$ cat config.mk
export PLATFORM = sky130hd
export DESIGN_NAME = adpll_chan_sched_flat
export DESIGN_NICKNAME = d
export VERILOG_FILES = /design/src/rtl/adpll_chan_sched_if.sv /design/src/rtl/adpll_chan_sched.sv /design/src/flat_wrapper.sv
export SDC_FILE = /design/constraint.sdc
export NUM_CORES = 1
export LEC_CHECK = 0
export CAP_MARGIN = 25
export CELL_PAD_IN_SITES_DETAIL_PLACEMENT = 1
export CELL_PAD_IN_SITES_GLOBAL_PLACEMENT = 2
export CORE_MARGIN = 8
export CORE_UTILIZATION = 25
export CTS_CLUSTER_DIAMETER = 100
export CTS_CLUSTER_SIZE = 8
export DETAILED_ROUTE_END_ITERATION = 10
export GPL_ROUTABILITY_DRIVEN = 1
export PLACE_DENSITY_LB_ADDON = 0.1
export SLEW_MARGIN = 25
export SYNTH_ARGS = -nofsm -noshare
export SYNTH_HDL_FRONTEND = slang
export SYNTH_SLANG_ARGS = --single-unit
$ cat constraint.sdc
create_clock -name clk -period 2.16 [get_ports clk]
set_input_delay 0.648 -clock clk [delete_from_list [all_inputs] [get_ports clk]]
set_output_delay 0.648 -clock clk [all_outputs]
set_load 0.01 [all_outputs]
$ cat src/rtl/adpll_chan_sched_if.sv
`default_nettype none
// ============================================================================
// Module      : adpll_chan_sched_if
// Description : Requester and controller-side signal bundle for the ADPLL
//               channel scheduler. The master side (requesters and ADPLL
//               controller) drives requests, channel words and channel_lock;
//               the slave side (scheduler) drives grants, status, FCW and mode.
// Revision    : 1.0 - initial release
// ============================================================================
interface adpll_chan_sched_if #(
    parameter int FCWW = 26
);
    logic            rx_req;
    logic [FCWW-1:0] rx_fcw;
    logic            rx_gnt;
    logic            tx_req;
    logic [FCWW-1:0] tx_fcw;
    logic            tx_gnt;
    logic            locked;
    logic            fail;
    logic            busy;
    logic [FCWW-1:0] FCW;
    logic [1:0]      adpll_mode;
    logic            channel_lock;

    modport master (
        output rx_req, rx_fcw, tx_req, tx_fcw, channel_lock,
        input  rx_gnt, tx_gnt, locked, fail, busy, FCW, adpll_mode
    );

    modport slave (
        input  rx_req, rx_fcw, tx_req, tx_fcw, channel_lock,
        output rx_gnt, tx_gnt, locked, fail, busy, FCW, adpll_mode
    );
endinterface
`default_nettype wire

$ cat src/rtl/adpll_chan_sched.sv
`default_nettype none
// ============================================================================
// Module      : adpll_chan_sched
// Description : Channel scheduler in front of the ADPLL controller. Arbitrates
//               RX/TX requesters, latches the winner's FCW, waits for
//               channel_lock with a timeout and parks the controller in PD for
//               a guard interval after each release. State updates on the
//               falling edge of clk.
//               Optional macro ADPLL_SCHED_RR_EN: round-robin arbitration on
//               simultaneous requests (default: fixed TX-over-RX priority).
// Revision    : 1.0 - initial release
// ============================================================================
module adpll_chan_sched #(
    parameter int FCWW    = 26,
    parameter int LOCK_TO = 4095,
    parameter int GUARD   = 4
) (
    input  wire logic             clk,
    input  wire logic             rst_n,
    input  wire logic             en,
    adpll_chan_sched_if.slave     bus
);

    localparam logic [1:0]  c_mode_pd    = 2'd0;
    localparam logic [1:0]  c_mode_rx    = 2'd2;
    localparam logic [1:0]  c_mode_tx    = 2'd3;
    localparam logic [15:0] c_lock_to    = 16'(LOCK_TO);
    localparam logic [3:0]  c_guard_last = 4'(GUARD - 1);

    typedef enum logic [2:0] {
        S_IDLE      = 3'd0,
        S_WAIT_LOCK = 3'd1,
        S_LOCKED    = 3'd2,
        S_FAIL      = 3'd3,
        S_GUARD     = 3'd4
    } state_t;

    state_t          r_state;
    logic [15:0]     r_cnt;
    logic [3:0]      r_gcnt;
    logic            r_rx_gnt;
    logic            r_tx_gnt;
    logic            r_locked;
    logic            r_fail;
    logic            r_busy;
    logic [FCWW-1:0] r_fcw;
    logic [1:0]      r_mode;

    logic            w_any_req;
    logic            w_pick_tx;
    logic            w_owner_req;
    logic            w_release;

`ifdef ADPLL_SCHED_RR_EN
    // 1 = TX owned last; a tie goes to whichever side did not own last.
    logic            r_last_tx;
    assign w_pick_tx = bus.tx_req && (!bus.rx_req || !r_last_tx);
`else
    assign w_pick_tx = bus.tx_req;
`endif

    assign w_any_req   = bus.rx_req || bus.tx_req;
    assign w_owner_req = r_tx_gnt ? bus.tx_req : bus.rx_req;
    // Owner dropping its request outranks lock and timeout on the same edge.
    assign w_release   = !w_owner_req &&
                         ((r_state == S_WAIT_LOCK) || (r_state == S_LOCKED) ||
                          (r_state == S_FAIL));

    // Scheduler state machine with registered outputs, falling-edge clocked.
    always_ff @(negedge clk or negedge rst_n) begin
        if (!rst_n) begin
            r_state  <= S_IDLE;
            r_cnt    <= '0;
            r_gcnt   <= '0;
            r_rx_gnt <= 1'b0;
            r_tx_gnt <= 1'b0;
            r_locked <= 1'b0;
            r_fail   <= 1'b0;
            r_busy   <= 1'b0;
            r_fcw    <= '0;
            r_mode   <= c_mode_pd;
`ifdef ADPLL_SCHED_RR_EN
            r_last_tx <= 1'b1;
`endif
        end else if (en) begin
            if (w_release) begin
                // FCW is intentionally held so the controller sees a clean PD.
                r_rx_gnt <= 1'b0;
                r_tx_gnt <= 1'b0;
                r_locked <= 1'b0;
                r_fail   <= 1'b0;
                r_mode   <= c_mode_pd;
                r_gcnt   <= '0;
                r_state  <= S_GUARD;
            end else begin
                case (r_state)
                    S_IDLE: begin
                        r_mode <= c_mode_pd;
                        if (w_any_req) begin
                            r_tx_gnt <= w_pick_tx;
                            r_rx_gnt <= !w_pick_tx;
                            r_fcw    <= w_pick_tx ? bus.tx_fcw : bus.rx_fcw;
                            r_mode   <= w_pick_tx ? c_mode_tx : c_mode_rx;
                            r_cnt    <= '0;
                            r_busy   <= 1'b1;
                            r_state  <= S_WAIT_LOCK;
`ifdef ADPLL_SCHED_RR_EN
                            r_last_tx <= w_pick_tx;
`endif
                        end
                    end
                    S_WAIT_LOCK: begin
                        if (bus.channel_lock) begin
                            r_locked <= 1'b1;
                            r_state  <= S_LOCKED;
                        end else if (r_cnt == c_lock_to) begin
                            r_fail  <= 1'b1;
                            r_mode  <= c_mode_pd;
                            r_state <= S_FAIL;
                        end else begin
                            r_cnt <= r_cnt + 16'd1;
                        end
                    end
                    S_LOCKED: begin
                        if (!bus.channel_lock) begin
                            r_locked <= 1'b0;
                            r_cnt    <= '0;
                            r_state  <= S_WAIT_LOCK;
                        end
                    end
                    S_FAIL: begin
                        r_state <= S_FAIL;
                    end
                    S_GUARD: begin
                        if (r_gcnt == c_guard_last) begin
                            r_busy  <= 1'b0;
                            r_state <= S_IDLE;
                        end else begin
                            r_gcnt <= r_gcnt + 4'd1;
                        end
                    end
                    default: begin
                        r_busy  <= 1'b0;
                        r_mode  <= c_mode_pd;
                        r_state <= S_IDLE;
                    end
                endcase
            end
        end
    end

    assign bus.rx_gnt     = r_rx_gnt;
    assign bus.tx_gnt     = r_tx_gnt;
    assign bus.locked     = r_locked;
    assign bus.fail       = r_fail;
    assign bus.busy       = r_busy;
    assign bus.FCW        = r_fcw;
    assign bus.adpll_mode = r_mode;

endmodule
`default_nettype wire

$ cat src/flat_wrapper.sv
// flat-port wrapper written by rule: the top's interface ports become plain ports
module adpll_chan_sched_flat 
#(
    parameter int FCWW    = 26,
    parameter int LOCK_TO = 4095,
    parameter int GUARD   = 4
)
  (clk, rst_n, en, bus_rx_req, bus_rx_fcw, bus_tx_req, bus_tx_fcw, bus_channel_lock, bus_rx_gnt, bus_tx_gnt, bus_locked, bus_fail, bus_busy, bus_FCW, bus_adpll_mode);
  adpll_chan_sched_if #(.FCWW(FCWW)) bus_i ();
  input  wire logic clk;
  input  wire logic rst_n;
  input  wire logic en;
  input wire logic [$bits(bus_i.rx_req)-1:0] bus_rx_req;
  input wire logic [$bits(bus_i.rx_fcw)-1:0] bus_rx_fcw;
  input wire logic [$bits(bus_i.tx_req)-1:0] bus_tx_req;
  input wire logic [$bits(bus_i.tx_fcw)-1:0] bus_tx_fcw;
  input wire logic [$bits(bus_i.channel_lock)-1:0] bus_channel_lock;
  output wire logic [$bits(bus_i.rx_gnt)-1:0] bus_rx_gnt;
  output wire logic [$bits(bus_i.tx_gnt)-1:0] bus_tx_gnt;
  output wire logic [$bits(bus_i.locked)-1:0] bus_locked;
  output wire logic [$bits(bus_i.fail)-1:0] bus_fail;
  output wire logic [$bits(bus_i.busy)-1:0] bus_busy;
  output wire logic [$bits(bus_i.FCW)-1:0] bus_FCW;
  output wire logic [$bits(bus_i.adpll_mode)-1:0] bus_adpll_mode;
  assign bus_i.rx_req = bus_rx_req;
  assign bus_i.rx_fcw = bus_rx_fcw;
  assign bus_i.tx_req = bus_tx_req;
  assign bus_i.tx_fcw = bus_tx_fcw;
  assign bus_i.channel_lock = bus_channel_lock;
  assign bus_rx_gnt = bus_i.rx_gnt;
  assign bus_tx_gnt = bus_i.tx_gnt;
  assign bus_locked = bus_i.locked;
  assign bus_fail = bus_i.fail;
  assign bus_busy = bus_i.busy;
  assign bus_FCW = bus_i.FCW;
  assign bus_adpll_mode = bus_i.adpll_mode;
  adpll_chan_sched #(.FCWW(FCWW), .LOCK_TO(LOCK_TO), .GUARD(GUARD)) u_core (.clk(clk), .rst_n(rst_n), .en(en), .bus(bus_i));
endmodule
# After elaboration in Yosys (flattened, before gate mapping)
# Cells that the tools add are included.
[op_classes]
div_mod_pow = 0
add_sub_neg = 2
n_mux = 40
bitwise = 2
eq_ne = 21
shifts = 0
n_mul = 0
n_lt_le_gt_ge = 0
reduce_logical = 25
[op_table]
columns = ["cell", "n"]
rows = [
  ["two-way mux 16 bit", 4],
  ["case mux 16 bit (3 select lines)", 1],
  ["two-way mux 26 bit", 1],
  ["two-way mux 3 bit", 6],
  ["two-way mux 1 bit", 17],
  ["adder 16 x 1 -> 16 bit (second input constant)", 1],
  ["equality test 16 x 12 -> 1 bit (second input constant)", 1],
  ["AND reduction 4 bit", 4],
  ["case mux 3 bit (5 select lines)", 1],
  ["two-way mux 4 bit", 3],
  ["inequality test 3 x 2 -> 1 bit (second input constant)", 4],
  ["inequality test 2 x 1 -> 1 bit (second input constant)", 5],
  ["AND reduction 5 bit", 2],
  ["nonzero test 2 bit", 5],
  ["two-way mux 2 bit", 4],
  ["AND reduction 7 bit", 1],
  ["equality test 3 x 2 -> 1 bit (second input constant)", 2],
  ["inequality test 2 bit (second input constant)", 3],
  ["inequality test 3 x 1 -> 1 bit (second input constant)", 2],
  ["case mux 2 bit (3 select lines)", 1],
  ["AND reduction 3 bit", 2],
  ["nonzero test 3 bit", 2],
  ["OR reduction 3 bit", 2],
  ["adder 4 x 1 -> 4 bit (second input constant)", 1],
  ["other kinds (11)", 15],
]
[word_totals]
wordCells = 100
in_bits = 58
rom_bits = 0
out_inout_bits = 33
ramBits = 0
register_bits = 56
latch_bits = 0
memories = 0

# Logic depth before layout (Yosys ltp)
[depth]
depth_word = 6
mapped_depth = 8
depth_no_buf = 6

==> flow_metrics.env <==
export IMPL_r2r_end="u_core.r_state[1]"
export IMPL_critPathCaptureType="flip-flop"
export IMPL_grt_pass1_wl_um=17600
export IMPL_maxSlewHeadroom_pct=67.0
export IMPL_switchingPower_uw=2210
export IMPL_tightest_slew_ns=0.495
export IMPL_rr_startpoint="u_core.r_state[2]"
export IMPL_yosysUniqueCellTypes=45
export IMPL_die_h_um=124
export IMPL_status="finished, violations left"
export IMPL_met1_length_um=4670
export IMPL_drc_errors=0
export IMPL_cts_buffers=5
export IMPL_slew_violations=0
export IMPL_first_global_vias=3261
export IMPL_critPathLaunchType="input pin"
export IMPL_syn_inst=288
export IMPL_peakVddDrop_mv=0.497
export IMPL_pwr_share_seq_pct=29.0
export IMPL_worstHoldStart="u_core.r_gcnt[0]"
export IMPL_synth_cell_area_mm2=0.00292
export IMPL_antennaDiodeCount=0
export IMPL_cts_buffer_depth=2
export IMPL_area_growth_pct=75.9
export IMPL_fillerInstances=1240
export IMPL_synthFlopType="dfrtn_1"
export IMPL_htreeDepth=2
export IMPL_path_buf_inv=3
export IMPL_p_leak_uw=0.00223
export IMPL_cp_common_cell="buf_6"
export IMPL_rows=39
export IMPL_cp_max_fo=6
export IMPL_gp_congestion=0.738
export IMPL_critical_path_class="input pin to flip-flop"
export IMPL_rsz0062_at_grt="yes"
export IMPL_final_hold_violation_count=0
export IMPL_min_to="u_core.r_gcnt[0]"
export IMPL_ys_warn_count=0
export IMPL_nets=509
export IMPL_power_density_mw_per_mm2=1140
export IMPL_grt_usage_pct=14.7
export IMPL_antenna_found_initial=0
export IMPL_slowest_stage="a221o_1"
export IMPL_internal_power_uw=3660
export IMPL_clk_pin_slew_ns=0.05
export IMPL_ys_seq_area_share_pct=48.1
export IMPL_dr_wl_met2_um=5460
export IMPL_syn_num_nets=348
export IMPL_cts_num_sinks=56
export IMPL_dr_max_layer_used="met4"
export IMPL_drt_iter0_drc=67
export IMPL_holdCritPathClass="flip-flop to flip-flop"
export IMPL_finalPower_uw=5870
export IMPL_drv_cap=0
export IMPL_setup_viol=89
export IMPL_wirelength_um=11400
export IMPL_wl_met3_um=1110
export IMPL_crit_arrival_ns=1.93
export IMPL_skew_ns=0.00547
export IMPL_slowest_delay_ns=0.31
export IMPL_grt_max_degree=57
export IMPL_insertion_delay_ns=0.32
export IMPL_synth_edf_count=0
export IMPL_p_comb_share_pct=56.6
export IMPL_holdPathStages=1
export IMPL_power_share_clock_pct=14.4
export IMPL_numPortBuffers=90
export IMPL_required_ns=1.24
export IMPL_path_cells="buf_6 -> mux2_4 -> buf_6 -> nand2_4 -> o2111ai_4 -> nor2_8 -> clkbuf_16 -> a221o_1"
export IMPL_ff2ff_setup_slack_ns=0.02
export IMPL_vias=3030
export IMPL_wl_per_cell_um=19.2
export IMPL_drive_above_1_share_pct=41.6
export IMPL_post_dp_hpwl_um=7550
export IMPL_initial_utilization_pct=25.5
export IMPL_synth_avg_cell_area_um2=10.1
export IMPL_violations="negative setup slack"
export IMPL_grt_overflow=0
export IMPL_ys_seq_elements=56
export IMPL_hold_ws_ns=0.429
export IMPL_final_seq_area_mm2=0.00140
export IMPL_die_area_mm2=0.0154
export IMPL_async_reset_ff_share_pct=100
export IMPL_cp_top_family="compound AO/OA/AOI/OAI gates"
export IMPL_cts_root_buf="clkbuf_16"
export IMPL_core_area_mm2=0.0114
export IMPL_ff2ff_path_depth=5
export IMPL_switching_share_pct=37.7
export IMPL_dr_pass1_iters=4
export IMPL_io_pins=91
export IMPL_vias_per_cell=5.11
export IMPL_setup_ws_ns=-0.688
export IMPL_utilization_pct=44.9
export IMPL_die_x_um=124
export IMPL_multi_input_area_mm2=0.00169
export IMPL_antenna_left=0
export IMPL_cts_tree="done"
-- metal layers --
layer / global-route usage (%) / vias to the layer above
met5: 0 / -
met4: 4.24 / 0
met3: 7.12 / 9
met2: 23.4 / 81
met1: 17.3 / 1509
li1: - / 1431
-- power groups by stage --
stage / Clock [µW] / Combinational (µW) / Sequential (µW)
global route: 929 / 3610 / 1760
CTS: 884 / 2880 / 1690
detailed placement: 0 / 2670 / 1670
global placement: 0 / 2620 / 1680
finish: 846 / 3320 / 1700
floorplan: 0 / 1200 / 1750
-- cell usage after synthesis (3+ instances only) --
cell type,instances,area (µm²)
nor3b_1,26,195
nand3b_1,3,22.5
o21ai_0,27,135
o31ai_1,6,45.0
a221o_1,25,250
nand2_1,23,86.3
nor3_1,6,30.0
inv_1,5,18.8
a31oi_1,13,81.3
dfrtn_1,56,1400
a21o_1,4,30.0
a21oi_1,10,50.1
buf_2,3,15.0
nand3_1,8,40.0
clkbuf_1,17,63.8
nand4_1,5,31.3
nor2_1,13,48.8
and3_1,4,25.0
-- how the worst max path moves through the flow --
stage | from | slack (ns) | end | cells after the start
3_3_place_gp | bus_rx_req | -1.69 | u_core.r_cnt[11] | 6
3_5_place_dp | bus_tx_req | -1.54 | u_core.r_cnt[7] | 8
2_1_floorplan | bus_rx_req | -0.81 | u_core.r_cnt[9] | 6
6_report | bus_tx_req | -0.69 | u_core.bus.FCW[25] | 8
5_1_grt | bus_tx_req | -0.74 | u_core.r_cnt[10] | 8
4_1_cts | bus_tx_req | -0.68 | u_core.r_cnt[7] | 9
-- through the flow --
step | cells | cell area (µm²) | setup TNS [ns] | setup WS (ns)
after global placement | 549 | 4360 | -95.19 | -1.69
after detailed placement | 549 | 4360 | -94.75 | -1.54
after floorplan | 288 | 2980 | -38.01 | -0.808
after CTS | 573 | 4700 | -48.53 | -0.684
after global routing | 593 | 5130 | -52.54 | -0.742
final | 593 | 5130 | -48.62 | -0.688
-- cells in the final DEF (no fill, tap or decap), drive strengths merged, types with 11 or more instances in the layout --
master	count
a21oi	11
a221o	25
a31oi	13
buf	122
clkdlybuf4s50	52
dfrtn	56
nand2	23
nor2	14
nor3b	27
o21ai	27
-- repair_timing --
action,in CTS,in global routing
hold buffers,0,0
setup endpoints to repair,89,89
gates cloned,1,2
pin swaps,26,20
gates resized for setup,218,45
setup buffers,16,20
-- state kept, by name, indices dropped and copies added (netlist names) --
register / flops
u_core.bus.FCW: 26
u_core.r_cnt: 16
u_core.r_gcnt: 4
u_core.r_state: 3
u_core.bus.adpll_mode: 2
u_core.bus.busy: 1
u_core.bus.fail: 1
u_core.bus.locked: 1
u_core.bus.rx_gnt: 1
u_core.bus.tx_gnt: 1
-- final cells by class --
class | count | share of cell area (%)
timing repair buffer | 176 | 32.9
tap | 143 | 3.49
clock buffer | 6 | 2.51
clock inverter | 2 | 0.317
inverter | 5 | 0.366
sequential | 56 | 27.3
multi-input combinational | 205 | 33.0
-- cell families (layout without fill, tap and decap cells) --
kind of cell	Yosys count	count (layout)	synth area share, %
compound gates	96	96	24.2
xor+xnor	1	1	0.300
fa+ha+maj	2	2	0.858
buf+inv	27	189	4.12
flops	56	56	48.1
mux	2	2	0.730
simple gates	104	104	21.7
No activity file was read; power rests on OpenSTA's default activity.
